===== src/rtl/cla32_seq_pkg.sv =====
// Shared definitions for the sequential wide adder: state encoding, word width,
// and the 4-bit look-ahead helper functions used inside cla32.
package cla32_seq_pkg;

    localparam int WORD_W = 32;

    typedef enum logic [1:0] {
        IDLE = 2'd0,
        ADD  = 2'd1,
        DONE = 2'd2
    } state_e;

    // Carries into positions 1..3 of a 4-wide look-ahead block, given block carry-in.
    function automatic logic [2:0] la4_carry(
        input logic [3:0] g,
        input logic [3:0] p,
        input logic       c0
    );
        logic c1;
        logic c2;
        logic c3;
        c1 = g[0] | (p[0] & c0);
        c2 = g[1] | (p[1] & g[0]) | (p[1] & p[0] & c0);
        c3 = g[2] | (p[2] & g[1]) | (p[2] & p[1] & g[0]) | (p[2] & p[1] & p[0] & c0);
        return {c3, c2, c1};
    endfunction

    function automatic logic la4_grp_g(
        input logic [3:0] g,
        input logic [3:0] p
    );
        return g[3] | (p[3] & g[2]) | (p[3] & p[2] & g[1]) | (p[3] & p[2] & p[1] & g[0]);
    endfunction

    function automatic logic la4_grp_p(
        input logic [3:0] p
    );
        return &p;
    endfunction

endpackage


===== src/rtl/cla32.sv =====
// 32-bit carry look-ahead adder: 4-bit groups, 16-bit sections, and a
// two-section top level. Purely combinational.
module cla32
    import cla32_seq_pkg::*;
(
    input  logic [31:0] a,
    input  logic [31:0] b,
    input  logic        ci,
    output logic [31:0] s,
    output logic        co
);

    logic [31:0] g;
    logic [31:0] p;
    logic [31:0] c;
    logic [7:0]  grp_g;
    logic [7:0]  grp_p;
    logic [7:0]  grp_c;
    logic [1:0]  sec_g;
    logic [1:0]  sec_p;
    logic [1:0]  sec_c;

    always_comb begin
        g     = a & b;
        p     = a ^ b;
        c     = '0;
        grp_g = '0;
        grp_p = '0;
        grp_c = '0;
        sec_g = '0;
        sec_p = '0;
        sec_c = '0;

        for (int j = 0; j < 8; j++) begin
            grp_g[j] = la4_grp_g(g[4*j +: 4], p[4*j +: 4]);
            grp_p[j] = la4_grp_p(p[4*j +: 4]);
        end

        for (int k = 0; k < 2; k++) begin
            sec_g[k] = la4_grp_g(grp_g[4*k +: 4], grp_p[4*k +: 4]);
            sec_p[k] = la4_grp_p(grp_p[4*k +: 4]);
        end

        // Top level resolves both section carries directly from ci.
        sec_c[0] = ci;
        sec_c[1] = sec_g[0] | (sec_p[0] & ci);
        co       = sec_g[1] | (sec_p[1] & sec_g[0]) | (sec_p[1] & sec_p[0] & ci);

        for (int k = 0; k < 2; k++) begin
            grp_c[4*k]         = sec_c[k];
            grp_c[4*k+1 +: 3]  = la4_carry(grp_g[4*k +: 4], grp_p[4*k +: 4], sec_c[k]);
        end

        for (int j = 0; j < 8; j++) begin
            c[4*j]        = grp_c[j];
            c[4*j+1 +: 3] = la4_carry(g[4*j +: 4], p[4*j +: 4], grp_c[j]);
        end

        s = p ^ c;
    end

endmodule


===== src/rtl/cla32_seq_adder.sv =====
// Multi-cycle WORDS x 32-bit adder that time-shares one cla32, LS word first.
// Optional subtract port enabled by defining CLA32_SEQ_SUB_EN.
module cla32_seq_adder
    import cla32_seq_pkg::*;
#(
    parameter int WORDS = 4
) (
    input  logic                    clk,
    input  logic                    reset,
    input  logic                    start,
    input  logic                    ci,
    input  logic [WORD_W*WORDS-1:0] a,
    input  logic [WORD_W*WORDS-1:0] b,
`ifdef CLA32_SEQ_SUB_EN
    input  logic                    sub,
`endif
    output logic                    busy,
    output logic                    done,
    output logic [WORD_W*WORDS-1:0] s,
    output logic                    co
);

    localparam int IDX_W = (WORDS > 1) ? $clog2(WORDS) : 1;
    localparam logic [IDX_W-1:0] LAST_IDX = IDX_W'(WORDS - 1);

    state_e                        state_q, state_d;
    logic [IDX_W-1:0]              idx_q, idx_d;
    logic                          carry_q, carry_d;
    logic                          co_q, co_d;
    logic [WORDS-1:0][WORD_W-1:0]  a_q, a_d;
    logic [WORDS-1:0][WORD_W-1:0]  b_q, b_d;
    logic [WORDS-1:0][WORD_W-1:0]  s_q, s_d;

    logic [WORD_W-1:0]             add_a;
    logic [WORD_W-1:0]             add_b;
    logic [WORD_W-1:0]             add_s;
    logic                          add_co;

    cla32 u_cla32 (
        .a  (add_a),
        .b  (add_b),
        .ci (carry_q),
        .s  (add_s),
        .co (add_co)
    );

    always_comb begin
        state_d = state_q;
        idx_d   = idx_q;
        carry_d = carry_q;
        co_d    = co_q;
        a_d     = a_q;
        b_d     = b_q;
        s_d     = s_q;
        add_a   = a_q[idx_q];
        add_b   = b_q[idx_q];

        case (state_q)
            IDLE: begin
                if (start) begin
                    a_d     = a;
`ifdef CLA32_SEQ_SUB_EN
                    // Subtract as a + ~b + 1; ci has no meaning here.
                    b_d     = sub ? ~b : b;
                    carry_d = sub ? 1'b1 : ci;
`else
                    b_d     = b;
                    carry_d = ci;
`endif
                    idx_d   = '0;
                    state_d = ADD;
                end
            end
            ADD: begin
                s_d[idx_q] = add_s;
                carry_d    = add_co;
                idx_d      = idx_q + IDX_W'(1);
                if (idx_q == LAST_IDX) begin
                    co_d    = add_co;
                    state_d = DONE;
                end
            end
            DONE: begin
                state_d = IDLE;
            end
            default: begin
                state_d = IDLE;
            end
        endcase
    end

    always_ff @(posedge clk or posedge reset) begin
        if (reset) begin
            state_q <= IDLE;
            idx_q   <= '0;
            carry_q <= 1'b0;
            co_q    <= 1'b0;
            a_q     <= '0;
            b_q     <= '0;
            s_q     <= '0;
        end else begin
            state_q <= state_d;
            idx_q   <= idx_d;
            carry_q <= carry_d;
            co_q    <= co_d;
            a_q     <= a_d;
            b_q     <= b_d;
            s_q     <= s_d;
        end
    end

    assign busy = (state_q != IDLE);
    assign done = (state_q == DONE);
    assign s    = s_q;
    assign co   = co_q;

endmodule


===== config.mk =====
export PLATFORM = sky130hd
export DESIGN_NAME = cla32_seq_adder
export DESIGN_NICKNAME = d
export VERILOG_FILES = /design/src/rtl/cla32_seq_pkg.sv /design/src/rtl/cla32.sv /design/src/rtl/cla32_seq_adder.sv
export SDC_FILE = /design/constraint.sdc
export NUM_CORES = 1
export LEC_CHECK = 0
export ABC_CLOCK_PERIOD_IN_PS = 19050
export CAP_MARGIN = 30
export CORE_MARGIN = 5
export CORE_UTILIZATION = 51
export CTS_CLUSTER_SIZE = 28
export DETAILED_ROUTE_END_ITERATION = 8
export PLACE_DENSITY = 0.9
export SYNTH_ARGS = -nofsm -noshare
export SYNTH_HDL_FRONTEND = slang
export SYNTH_SLANG_ARGS = --single-unit

===== constraint.sdc =====
create_clock -name clk -period 19.05 [get_ports clk]
set_input_delay 3.81 -clock clk [delete_from_list [all_inputs] [get_ports clk]]
set_output_delay 3.81 -clock clk [all_outputs]
set_load 0.05 [all_outputs]

# Word level (Yosys, flattened, before mapping)
# Index checks and enable logic that the tools add are counted.
[op_classes] n_mux=14 eq_ne=5 reduce_logical=18 addsub=1 bitwise=240 order_cmp=2
[op_table] operator="1-bit bitwise AND" count=144
[op_table] operator="32-bit binary-select mux with 2-bit select" count=2
[op_table] operator="128-bit bitwise mux" count=1
[op_table] operator="32-bit two-way mux" count=3
[op_table] operator="1-bit bitwise OR" count=93
[op_table] operator="32-bit demux with 2-bit select" count=1
[op_table] operator="32-bit XOR" count=2
[op_table] operator="32-bit bitwise AND" count=1
[op_table] operator="16-bit AND reduction" count=2
[op_table] operator="4-bit AND reduction" count=8
[op_table] operator="2-bit case mux with 2 select lines" count=2
[op_table] operator="2-bit AND reduction" count=4
[op_table] operator="2-bit two-way mux" count=3
[op_table] operator="2-bit == test, second input constant" count=2
[op_table] operator="2-bit inequality test, second input constant" count=2
[op_table] operator="2-bit nonzero test" count=2
[op_table] operator="2-bit by 3-bit < comparator with 1-bit output, second input constant" count=1
[op_table] operator="2-bit by 1-bit adder with 2-bit output, second input constant" count=1
[op_table] operator="2-bit by 1-bit == test with 1-bit output, second input constant" count=1
[op_table] operator="2-bit by 1-bit >= comparator with 1-bit output, second input constant" count=1
[op_table] operator="2-bit zero test" count=1
[op_table] operator="1-bit case mux with 2 select lines" count=1
[op_table] operator="1-bit logical AND" count=1
[op_table] operator="1-bit two-way mux" count=1
[totals] in_bits=260 word_cells=296 regBits=390 out_inout_bits=131

# Depth between registers and ports, before layout
# Gate-level depths: netlist (run 1).
[depth] depth_word=18 depth_mapped=15 depth_no_buf=12

# Hierarchy
# A second synthesis (run 1) with hierarchy kept.
[hier_totals] hier_cells=1073 area_unflattened_um2=17471.8
[by_module_without_submodules] module="cla32_seq_adder" area_per_inst_um2=16164.3 seq_area_each_um2=9759.4 cells_per_inst=921 n_inst=1
[by_module_without_submodules] module="cla32" area_per_inst_um2=1307.5 seq_area_each_um2=0.0 cells_per_inst=152 n_inst=1

# Worst setup path after synthesis (run 1)
# OpenSTA, ideal clock, no wires.
[synth_path] kind="input to register" start="input start" end="register a_q[127] in the netlist's numbering" required_time_ns=18.925 arrival_ns=4.997 cell_stages=5 setup_time_ns=0.125 path_buffers=2 slack_ns=13.928 cell_sequence="inv_1 nor2_1 clkbuf_1 clkbuf_1 mux2_2"
[synth_between] elab_chain_cells=1
[synth_lines] item="from (decl)" line_no="cla32_seq_adder.sv:10" text="input logic start,"
[synth_lines] item="2-bit AND reduction (no line)"
[synth_lines] item="to (signal assigned)" line_no="cla32_seq_adder.sv:98" text="a_q <= '0;"
[synth_lines] item="to (signal assigned)" line_no="cla32_seq_adder.sv:106" text="a_q <= a_d;"
[synth_lines] item="to (decl)" line_no="cla32_seq_adder.sv:30" text="logic [WORDS-1:0][WORD_W-1:0] a_q, a_d;"
# No other way between the ends.
# A chain may end at the register's enable or synchronous reset.

# Worst setup path in the final report (run 1)
[layout_path] start="input start" end="register b_q[23] in the netlist's numbering"
[layout_between] elab_chain_cells=1
[layout_lines] item="2-bit AND reduction (no line)"
[layout_lines] item="to (signal assigned)" line_no="cla32_seq_adder.sv:99" text="b_q <= '0;"
[layout_lines] item="to (signal assigned)" line_no="cla32_seq_adder.sv:107" text="b_q <= b_d;"
[layout_lines] item="to (decl)" line_no="cla32_seq_adder.sv:31" text="logic [WORDS-1:0][WORD_W-1:0] b_q, b_d;"
# No other way between the ends.

==> run metrics, run 1 <==
PostCTS Resize Cnt=0; vias in the first global route=13500; Post-Syn Area per Cell=13.1 sq um; TritonCTS Sinks=390; Starting DRT DRC Count=786; CP Capture Type=register; P&R area growth vs syn=32.6%; clock network latency to the later pin of the worst-skew pair=530 ps; largest cells by area after synthesis=dfrtp_1 55%, mux2_2 16%, mux4_2 8.2%, nand2_1 4.4%, ha_1 2.6%; # setup viols final=0; layout cells sized above 1=24.1%; fraction of registers with async set/reset=100%; GP Congestion=0.828; CTS Hold Buffers Added=0; via count=12500; die area=38400 sq um; max-cap viol count=0; Synth top area share=55.4%; initial antenna violation count=9; type of the worst setup path=in2reg; root buf cell=clkbuf_16; Seq cells post-synth=390; final period utilization=35.2%; post-synth top area cell=dfrtp_1; Post-synth EDFFs=0; Critical Path AT=7110 ps; DR vias/cell=5.66; Die Y=196 um; Slew headroom=34.7%; final core utilization=68.1%; Setup Fix Bufs, Post-CTS=0; Layout Nets=2019; DRC viols=0; placed inst area=22000 sq um; # IOs=391; TNS Setup=0 ps; Seq/Total Area, Yosys=55.4%; critical path startpoint category=primary input; Hold Vio Cnt, Final=0; filler cell count=2350; total track usage=25.8%; num rows=68; CTS Buffer Depth=3; outcome=complete, no violations; H-tree levels=2; antenna-violating nets left=0; Starting Density=51.4%; Final min period=6700 ps; Clk pin slew, worst setup/hold paths=60 ps; core area=34300 sq um; total gr overflow=0; port buffer count=390; hold crit path type=reg2reg; yosys warns=0; multi-input logic area=7510 sq um; Synth cell types=51; final instance area=23400 sq um; first-pass GRT wire length=77.5 mm; CTS tree=done; Cell Area, Synth=17600 sq um; Mapped Cells=1344; WL final=50.2 mm; post-detail-place hpwl=36.2 mm; pin count of the biggest net entering global routing=180; measured slew at the worst slew-check pin=979 ps; fin. max-slew vios=0; RSZ-0062 raised after global routing=false; ys flop type=dfrtp_1; syn_nets=1648; CTS Buf Count=40; register area=9770 sq um; Fmax=0.149 GHz; die width=196 um; Wirelength per Cell=22.7 um; Pre-Repair DR Iteration Count=5; Worst Skew=16.3 ps; crit-path max FO=72; worst endpoint required time=19460 ps
## layout make-up
type                            instances  share of cell area, %
Sequential cell                       390                   41.8
Multi-Input combinational cell        865                   32.2
Timing Repair Buffer                  404                   17.7
Clock buffer                           55                   4.83
Tap cell                              455                   2.44
Clock inverter                         17                  0.691
Inverter                               14                  0.257
Antenna cell                            7                 0.0750
## Yosys cell counts, types with 3 or more instances
master	count
dfrtp_1	390
mux2_2	257
nand2_1	206
o21ai_0	88
mux4_2	64
clkbuf_1	37
ha_1	36
a21oi_1	35
nor2_1	26
buf_2	22
nand3_1	22
buf_1	16
or3_1	13
xnor2_1	13
inv_1	12
nand4_1	9
a21o_1	8
fa_1	8
nor2b_1	8
o21ai_1	7
nand2b_1	6
xor2_1	6
mux2i_1	5
nor3_1	5
nand4b_1	4
o31ai_1	4
or4_1	4
and2_0	3
o21bai_1	3
## cells in the final DEF, fill, tap and decap left out, drive strengths merged, types with 6 or more instances in the layout
cell,count
clkdlybuf4s50,390
ha,36
clkbuf,55
a21o,8
mux2,257
o21ai,96
nor2,26
inv,17
or3,13
nand4,9
clkinv,10
fa,8
a21oi,35
nand3,23
xnor2,13
nand2b,6
xor2,6
nand2,206
buf,14
mux4,64
nor2b,8
diode,7
dfrtp,390
## flip-flops by register name, summed over array words and instances (netlist names)
register	flops
idx_q	2
s	128
state_q	2
a_q	128
carry_q	1
co	1
b_q	128
## worst max-delay path: stages
cell and delay [ps]:
clkdlybuf4s50_1 480, inv_1 80, nor2_4 750, buf_4 690
buf_4 440, buf_16 340, mux2_2 390
## path summary, 6_finish.rpt
path	from	end	slack (ps)	depth (start not counted)
max in group asynchronous	reset	b_q[106]$_DFFE_PP0P_	13730	3
setup reg to reg	idx_q[1]$_DFFE_PP0P_	s[61]$_DFFE_PP0P_	13750	12
setup / recovery	start	b_q[23]$_DFFE_PP0P_	12350	7
min in group asynchronous	reset	s[117]$_DFFE_PP0P_	3860	2
hold / removal	s[81]$_DFFE_PP0P_	s[81]$_DFFE_PP0P_	480	2
hold reg to reg	s[81]$_DFFE_PP0P_	s[81]$_DFFE_PP0P_	480	2
## stage by stage
step           instances  hold slack [ps]  worst slack [ps]
2_1_floorplan       1344              466              4400
3_3_place_gp        2122              460             11690
3_5_place_dp        2126              469             11880
4_1_cts             2198              482             12420
5_1_grt             2207              506             12230
6_report            2207              477             12350
## per-layer routing
layer	routed length [um]	track usage [%]	up-vias	share of wire (%)
li1	-	-	5553	-
met1	20700	35.0	6358	41
met2	24600	42.7	476	49
met3	3180	4.76	96	6.3
met4	1600	8.15	4	3.2
met5	27	0	-	0.054
## cell families after synthesis
family / count (synthesis) / share of synthesized area, %
fa+ha+maj: 44 / 3.47
compound gates: 162 / 5.38
mux: 326 / 24.9
simple gates: 314 / 7.88
xor+xnor: 19 / 0.945
buf+inv: 89 / 2.05
flops: 390 / 55.4
Power of run 1 is not shown: default switching activity piles up to over one toggle a cycle in this logic, so the estimate is an artifact.
==> run 2: changes to the inputs <==
Settings changed: ABC_CLOCK_PERIOD_IN_PS 19050 to 6730.
Clock period 19.05 ns to 6.73 ns, I/O delays scaled along.
==> run 2 against run 1 <==
Register-to-register slack got worse by 12000 ps. Sequential share of layout area decreased by 0.13 points. Wire length increased by 1.4%. Critical endpoint is now s[57]$_DFFE_PP0P_. Cell count increased by 0.41%. Design area increased by 0.32%. Via count increased by 0.88%. Die area unchanged. Global-route usage increased by 0.35 points. Sequential cell count unchanged. Highest routed layer unchanged. Critical path depth increased by 6.
==> run metrics, run 2 (synthesized netlist as in run 1, its figures left out) <==
outcome=complete, no violations (unchanged); clock network latency to the later pin of the worst-skew pair=540 ps (was 530 ps); Wirelength per Cell=23.0 um (was 22.7 um); Setup Fix Bufs, Post-CTS=0 (unchanged); fin. max-slew vios=0 (unchanged); final std cells w/o fill=2216 (was 2207); delay of the slowest cell on the worst path=710 ps (was 750 ps); met1 GRT Util=35.5% (was 35.0%); global routing's busiest layer=met2 (unchanged); CTS tree=done (unchanged); Final min period=4650 ps; # IOs=391 (unchanged); Clk pin slew, worst setup/hold paths=60 ps (about the same); crit-path max FO=40 (was 72); critical path startpoint category=register (was primary input); die width=196 um (unchanged); M2 GR Usage=41.7% (was 42.7%); final instance area=23400 sq um (about the same); CTS Hold Buffers Added=0 (unchanged); Starting DRT DRC Count=958 (was 786); initial antenna violation count=13 (was 9); commonest non-fill, non-tap cell in the layout=clkdlybuf4s50_1 (unchanged); CP Buf/Inv Count=1 (was 5); die area=38400 sq um (unchanged); DRC viols=0 (unchanged); CTS Buf Count=41 (was 40); worst endpoint required time=7100 ps (was 19460 ps); Starting Density=51.4% (unchanged); via count=12600 (was 12500); RSZ-0062 raised after global routing=false (unchanged); CP Capture Type=register (unchanged); TNS Setup=0 ps (unchanged); P&R area growth vs syn=33.0% (was 32.6%); final period utilization=69.0%; WL final=50.9 mm (was 50.2 mm); Layout Nets=2021 (was 2019); antenna-violating nets left=0 (unchanged); H-tree levels=2 (unchanged); num rows=68 (unchanged); Fmax=0.215 GHz; # setup viols final=0 (unchanged); hold crit path type=reg2reg (unchanged); placed cell count=2129 (was 2126); vias in the first global route=13400 (was 13500); filler cell count=2306 (was 2350); Hold WS=478 ps (was 477 ps); max-cap viol count=0 (unchanged); post-detail-place hpwl=37.4 mm (was 36.2 mm); met3 Track Usage GR=5.27% (was 4.76%); worst-path cell chain=buf_4 -> mux4_2 -> ha_1 -> a21oi_1 -> o21ai_0 -> a21oi_1 -> o211ai_4 -> o21ai_1 -> nand2_1 -> a21o_1 -> fa_1 -> xnor2_1 -> o21ai_0 (was clkdlybuf4s50_1 -> inv_1 -> nor2_4 -> buf_4 -> buf_4 -> buf_16 -> mux2_2); Hold Vio Cnt, Final=0 (unchanged); GP Congestion=0.919 (was 0.828); PostCTS Resize Cnt=0 (unchanged); Critical Path AT=5020 ps (was 7110 ps); Worst Skew=18.9 ps (was 16.3 ps); total gr overflow=0 (unchanged); family with the most delay on the worst path=compound AO/OA/AOI/OAI gates (was buffers and inverters); type of the worst setup path=reg2reg (was in2reg); total track usage=26.2% (was 25.8%); first-pass GRT wire length=78.6 mm (was 77.5 mm); root buf cell=clkbuf_16 (unchanged); pin count of the biggest net entering global routing=185 (was 180); TritonCTS Sinks=390 (unchanged); Slew headroom=26.7% (was 34.7%); crit path max-delay cell type=dfrtp_4 (was nor2_4); core area=34300 sq um (unchanged); Die Y=196 um (unchanged); placed inst area=22000 sq um (about the same); commonest non-fill, non-tap cells in the layout=390 x clkdlybuf4s50_1, 388 x dfrtp_1, 257 x mux2_2 (unchanged); CTS Buffer Depth=3 (unchanged); DR vias/cell=5.68 (was 5.66); port buffer count=390 (unchanged); layout cells sized above 1=24.5% (was 24.1%); measured slew at the worst slew-check pin=1100 ps (was 979 ps); Pre-Repair DR Iteration Count=5 (unchanged)
-- run 2: worst paths after layout --
check | startpoint | end | slack, ps | depth (start not counted)
worst max-delay path | idx_q[1]$_DFFE_PP0P_ | s[57]$_DFFE_PP0P_ | 2080 | 13
worst min-delay path | s[112]$_DFFE_PP0P_ | s[112]$_DFFE_PP0P_ | 480 | 2
worst max register to register | idx_q[1]$_DFFE_PP0P_ | s[57]$_DFFE_PP0P_ | 2080 | 13
worst min register to register | s[112]$_DFFE_PP0P_ | s[112]$_DFFE_PP0P_ | 480 | 2
max in group asynchronous | reset | idx_q[0]$_DFFE_PP0P_ | 4190 | 3
min in group asynchronous | reset | s[117]$_DFFE_PP0P_ | 1150 | 2
-- run 2: worst min-delay path, cell delays in order, from the launching register on --
cell     delay (ps)
dfrtp_1         340
nand2_1          50
nand2_1          60
-- run 2: stage by stage --
step	util, %	setup WS, ps
floorplan	-	138
global placement	63.9	1990
detailed placement	64.2	2020
CTS	68.3	2030
global route	68.3	1690
finish	68.3	2080
-- run 2: routing by layer --
metal	wire, um	part of all wire [%]
met5	25	0.049
met4	2140	4.2
met3	3700	7.3
met2	24600	48
met1	20500	40
-- run 2: final cells by class --
type / count / area, sq um / area share, %
antenna: 11 / 27.5 / 0.117
inverter: 14 / 56.3 / 0.240
clock buffer: 56 / 1180 / 5.06
multi-input combinational: 865 / 7510 / 32.1
clock inverter: 20 / 200 / 0.854
timing repair buffer: 405 / 4110 / 17.6
sequential: 390 / 9770 / 41.7
tap: 455 / 569 / 2.43
Power of run 2 is left out for the same reason.
==> run 3: changes to the inputs <==
Settings changed: ABC_CLOCK_PERIOD_IN_PS 6730 to 4200, CORE_UTILIZATION 51 to 46, PLACE_DENSITY 0.9 to 0.86.
Clock period 6.73 ns to 4.2 ns, I/O delays scaled along.
==> run 3 against run 2 <==
Count of clock-buffer cells in the layout is 2 higher. Wire length is 1.1% higher. Die area is 10% higher. Cell count is 3.8% higher. Sequential share of layout area is 0.60 points lower. Sequential cell count stayed put. Clock skew is 11 ps higher. Via count hardly changed. First-iteration DRC count is 16% lower. Worst setup slack worse by 1900 ps. Non-clock buffer count is 21 higher.
==> run metrics, run 3 (synthesized netlist as in run 1, its figures left out) <==
core area=37800 sq um (was 34300 sq um); critical path startpoint category=register (unchanged); Final min period=4000 ps (was 4650 ps); DRC viols=0 (unchanged); measured slew at the worst slew-check pin=1020 ps (was 1100 ps); family with the most delay on the worst path=compound AO/OA/AOI/OAI gates (unchanged); Critical Path AT=4390 ps (was 5020 ps); antenna-violating nets left=0 (unchanged); Starting DRT DRC Count=804 (was 958); commonest non-fill, non-tap cells in the layout=390 x clkdlybuf4s50_1, 388 x dfrtp_1, 257 x mux2_2 (unchanged); post-detail-place hpwl=38.3 mm (was 37.4 mm); multi-input logic area=7540 sq um (was 7510 sq um); Hold Vio Cnt, Final=0 (unchanged); placed inst area=22200 sq um (was 22000 sq um); DR vias/cell=5.48 (was 5.68); worst-path cell chain=buf_12 -> buf_12 -> mux4_2 -> ha_1 -> a21o_1 -> a21oi_1 -> o21ai_0 -> a21oi_2 -> nand2_1 -> fa_1 -> xnor2_2 -> o21ai_0 (was buf_4 -> mux4_2 -> ha_1 -> a21oi_1 -> o21ai_0 -> a21oi_1 -> o211ai_4 -> o21ai_1 -> nand2_1 -> a21o_1 -> fa_1 -> xnor2_1 -> o21ai_0); vias in the first global route=13600 (was 13400); via count=12600 (about the same); CTS Buf Count=42 (was 41); root buf cell=clkbuf_16 (unchanged); Clk pin slew, worst setup/hold paths=60 ps (about the same); clock network latency to the later pin of the worst-skew pair=560 ps (was 540 ps); total gr overflow=0 (unchanged); type of the worst setup path=reg2reg (unchanged); CTS Buffer Depth=3 (unchanged); num rows=71 (was 68); filler cell count=2826 (was 2306); CTS tree=done (unchanged); initial antenna violation count=25 (was 13); CP Buf/Inv Count=2 (was 1); final period utilization=95.2% (was 69.0%); die area=42300 sq um (was 38400 sq um); total track usage=24.2% (was 26.2%); crit-path max FO=28 (was 40); Starting Density=46.7% (was 51.4%); Die Y=206 um (was 196 um); layout cells sized above 1=25.6% (was 24.5%); max-cap viol count=0 (unchanged); WP depth=12 (was 13); Slew headroom=32.1% (was 26.7%); H-tree levels=2 (unchanged); Layout Nets=2043 (was 2021); WL final=51.4 mm (was 50.9 mm); hold path cells=2 (unchanged); outcome=complete, no violations (unchanged); TritonCTS Sinks=390 (unchanged); P&R area growth vs syn=35.0% (was 33.0%); first-pass GRT wire length=78.6 mm (about the same); # IOs=391 (unchanged); final instance area=23800 sq um (was 23400 sq um); Register-to-Register Path Depth=12 (was 13); final core utilization=63.0% (was 68.3%); port buffer count=390 (unchanged); GP Congestion=0.909 (was 0.919); # setup viols final=0 (unchanged); pin count of the biggest net entering global routing=168 (was 185); Wirelength per Cell=22.4 um (was 23.0 um); Worst Skew=29.8 ps (was 18.9 ps); die width=206 um (was 196 um); Pre-Repair DR Iteration Count=5 (unchanged); Fmax=0.250 GHz (was 0.215 GHz); worst endpoint required time=4590 ps (was 7100 ps); crit path max-delay cell type=mux4_2 (was dfrtp_4); register area=9770 sq um (unchanged); delay of the slowest cell on the worst path=550 ps (was 710 ps); CTS Hold Buffers Added=0 (unchanged); CP Capture Type=register (unchanged); commonest non-fill, non-tap cell in the layout=clkdlybuf4s50_1 (unchanged); fin. max-slew vios=0 (unchanged); hold crit path type=reg2reg (unchanged)
run 3: changes by cell type in the layout (fill, tap and decap cells not counted), sizes merged:
cell and change:
clkbuf +2, bufinv +2, buf +21, diode +8
clkinv -3, clkinvlp -2
run 3: path summary, 6_finish.rpt:
path	startpoint	to	slack (ps)
max	idx_q[0]$_DFFE_PP0P_	s[125]$_DFFE_PP0P_	200
min	s[13]$_DFFE_PP0P_	s[13]$_DFFE_PP0P_	480
min in group asynchronous	reset	b_q[22]$_DFFE_PP0P_	750
max reg2reg	idx_q[0]$_DFFE_PP0P_	s[125]$_DFFE_PP0P_	200
max in group asynchronous	reset	s[9]$_DFFE_PP0P_	2570
min reg2reg	s[13]$_DFFE_PP0P_	s[13]$_DFFE_PP0P_	480
run 3: final cells by class:
| cell class | instances | share of cell area [%] |
|---|---|---|
| Sequential cell | 390 | 41.1 |
| Multi-Input combinational cell | 865 | 31.7 |
| Antenna cell | 19 | 0.200 |
| Clock buffer | 58 | 5.10 |
| Inverter | 14 | 0.237 |
| Clock inverter | 17 | 0.937 |
| Timing Repair Buffer | 426 | 18.0 |
| Tap cell | 511 | 2.69 |
run 3: repair_timing:
item / 4_1_cts / 5_1_grt
buffers inserted: 0 / 6
gates resized for setup: 0 / 5
endpoints found under the setup margin: 0 / 12
run 3: stage by stage:
stage,setup slack (ps),hold slack [ps],setup TNS [ps],std cells
6_report,203,476,0,2300
3_3_place_gp,184,458,0,2200
2_1_floorplan,-1890,466,-735500,1344
5_1_grt,-34.2,501,-86.0,2299
3_5_place_dp,108,465,0,2200
4_1_cts,70.4,479,0,2275
run 3: worst register-to-register path: stages, from the launching register on:
cell and delay, ps:
dfrtp_4 440, buf_12 250, buf_12 240, mux4_2 550
ha_1 360, a21o_1 200, a21oi_1 300, o21ai_0 240
a21oi_2 260, nand2_1 110, fa_1 480, xnor2_2 270
o21ai_0 130
run 3: per-layer routing:
metal,up-vias,part of all wire [%],global-route usage (%)
met1,6383,40,31.5
met2,483,47,37.9
met3,116,8.1,6.81
li1,5613,-,-
met4,14,4.0,11.3
met5,-,0.19,0
Power of run 3 is left out for the same reason.
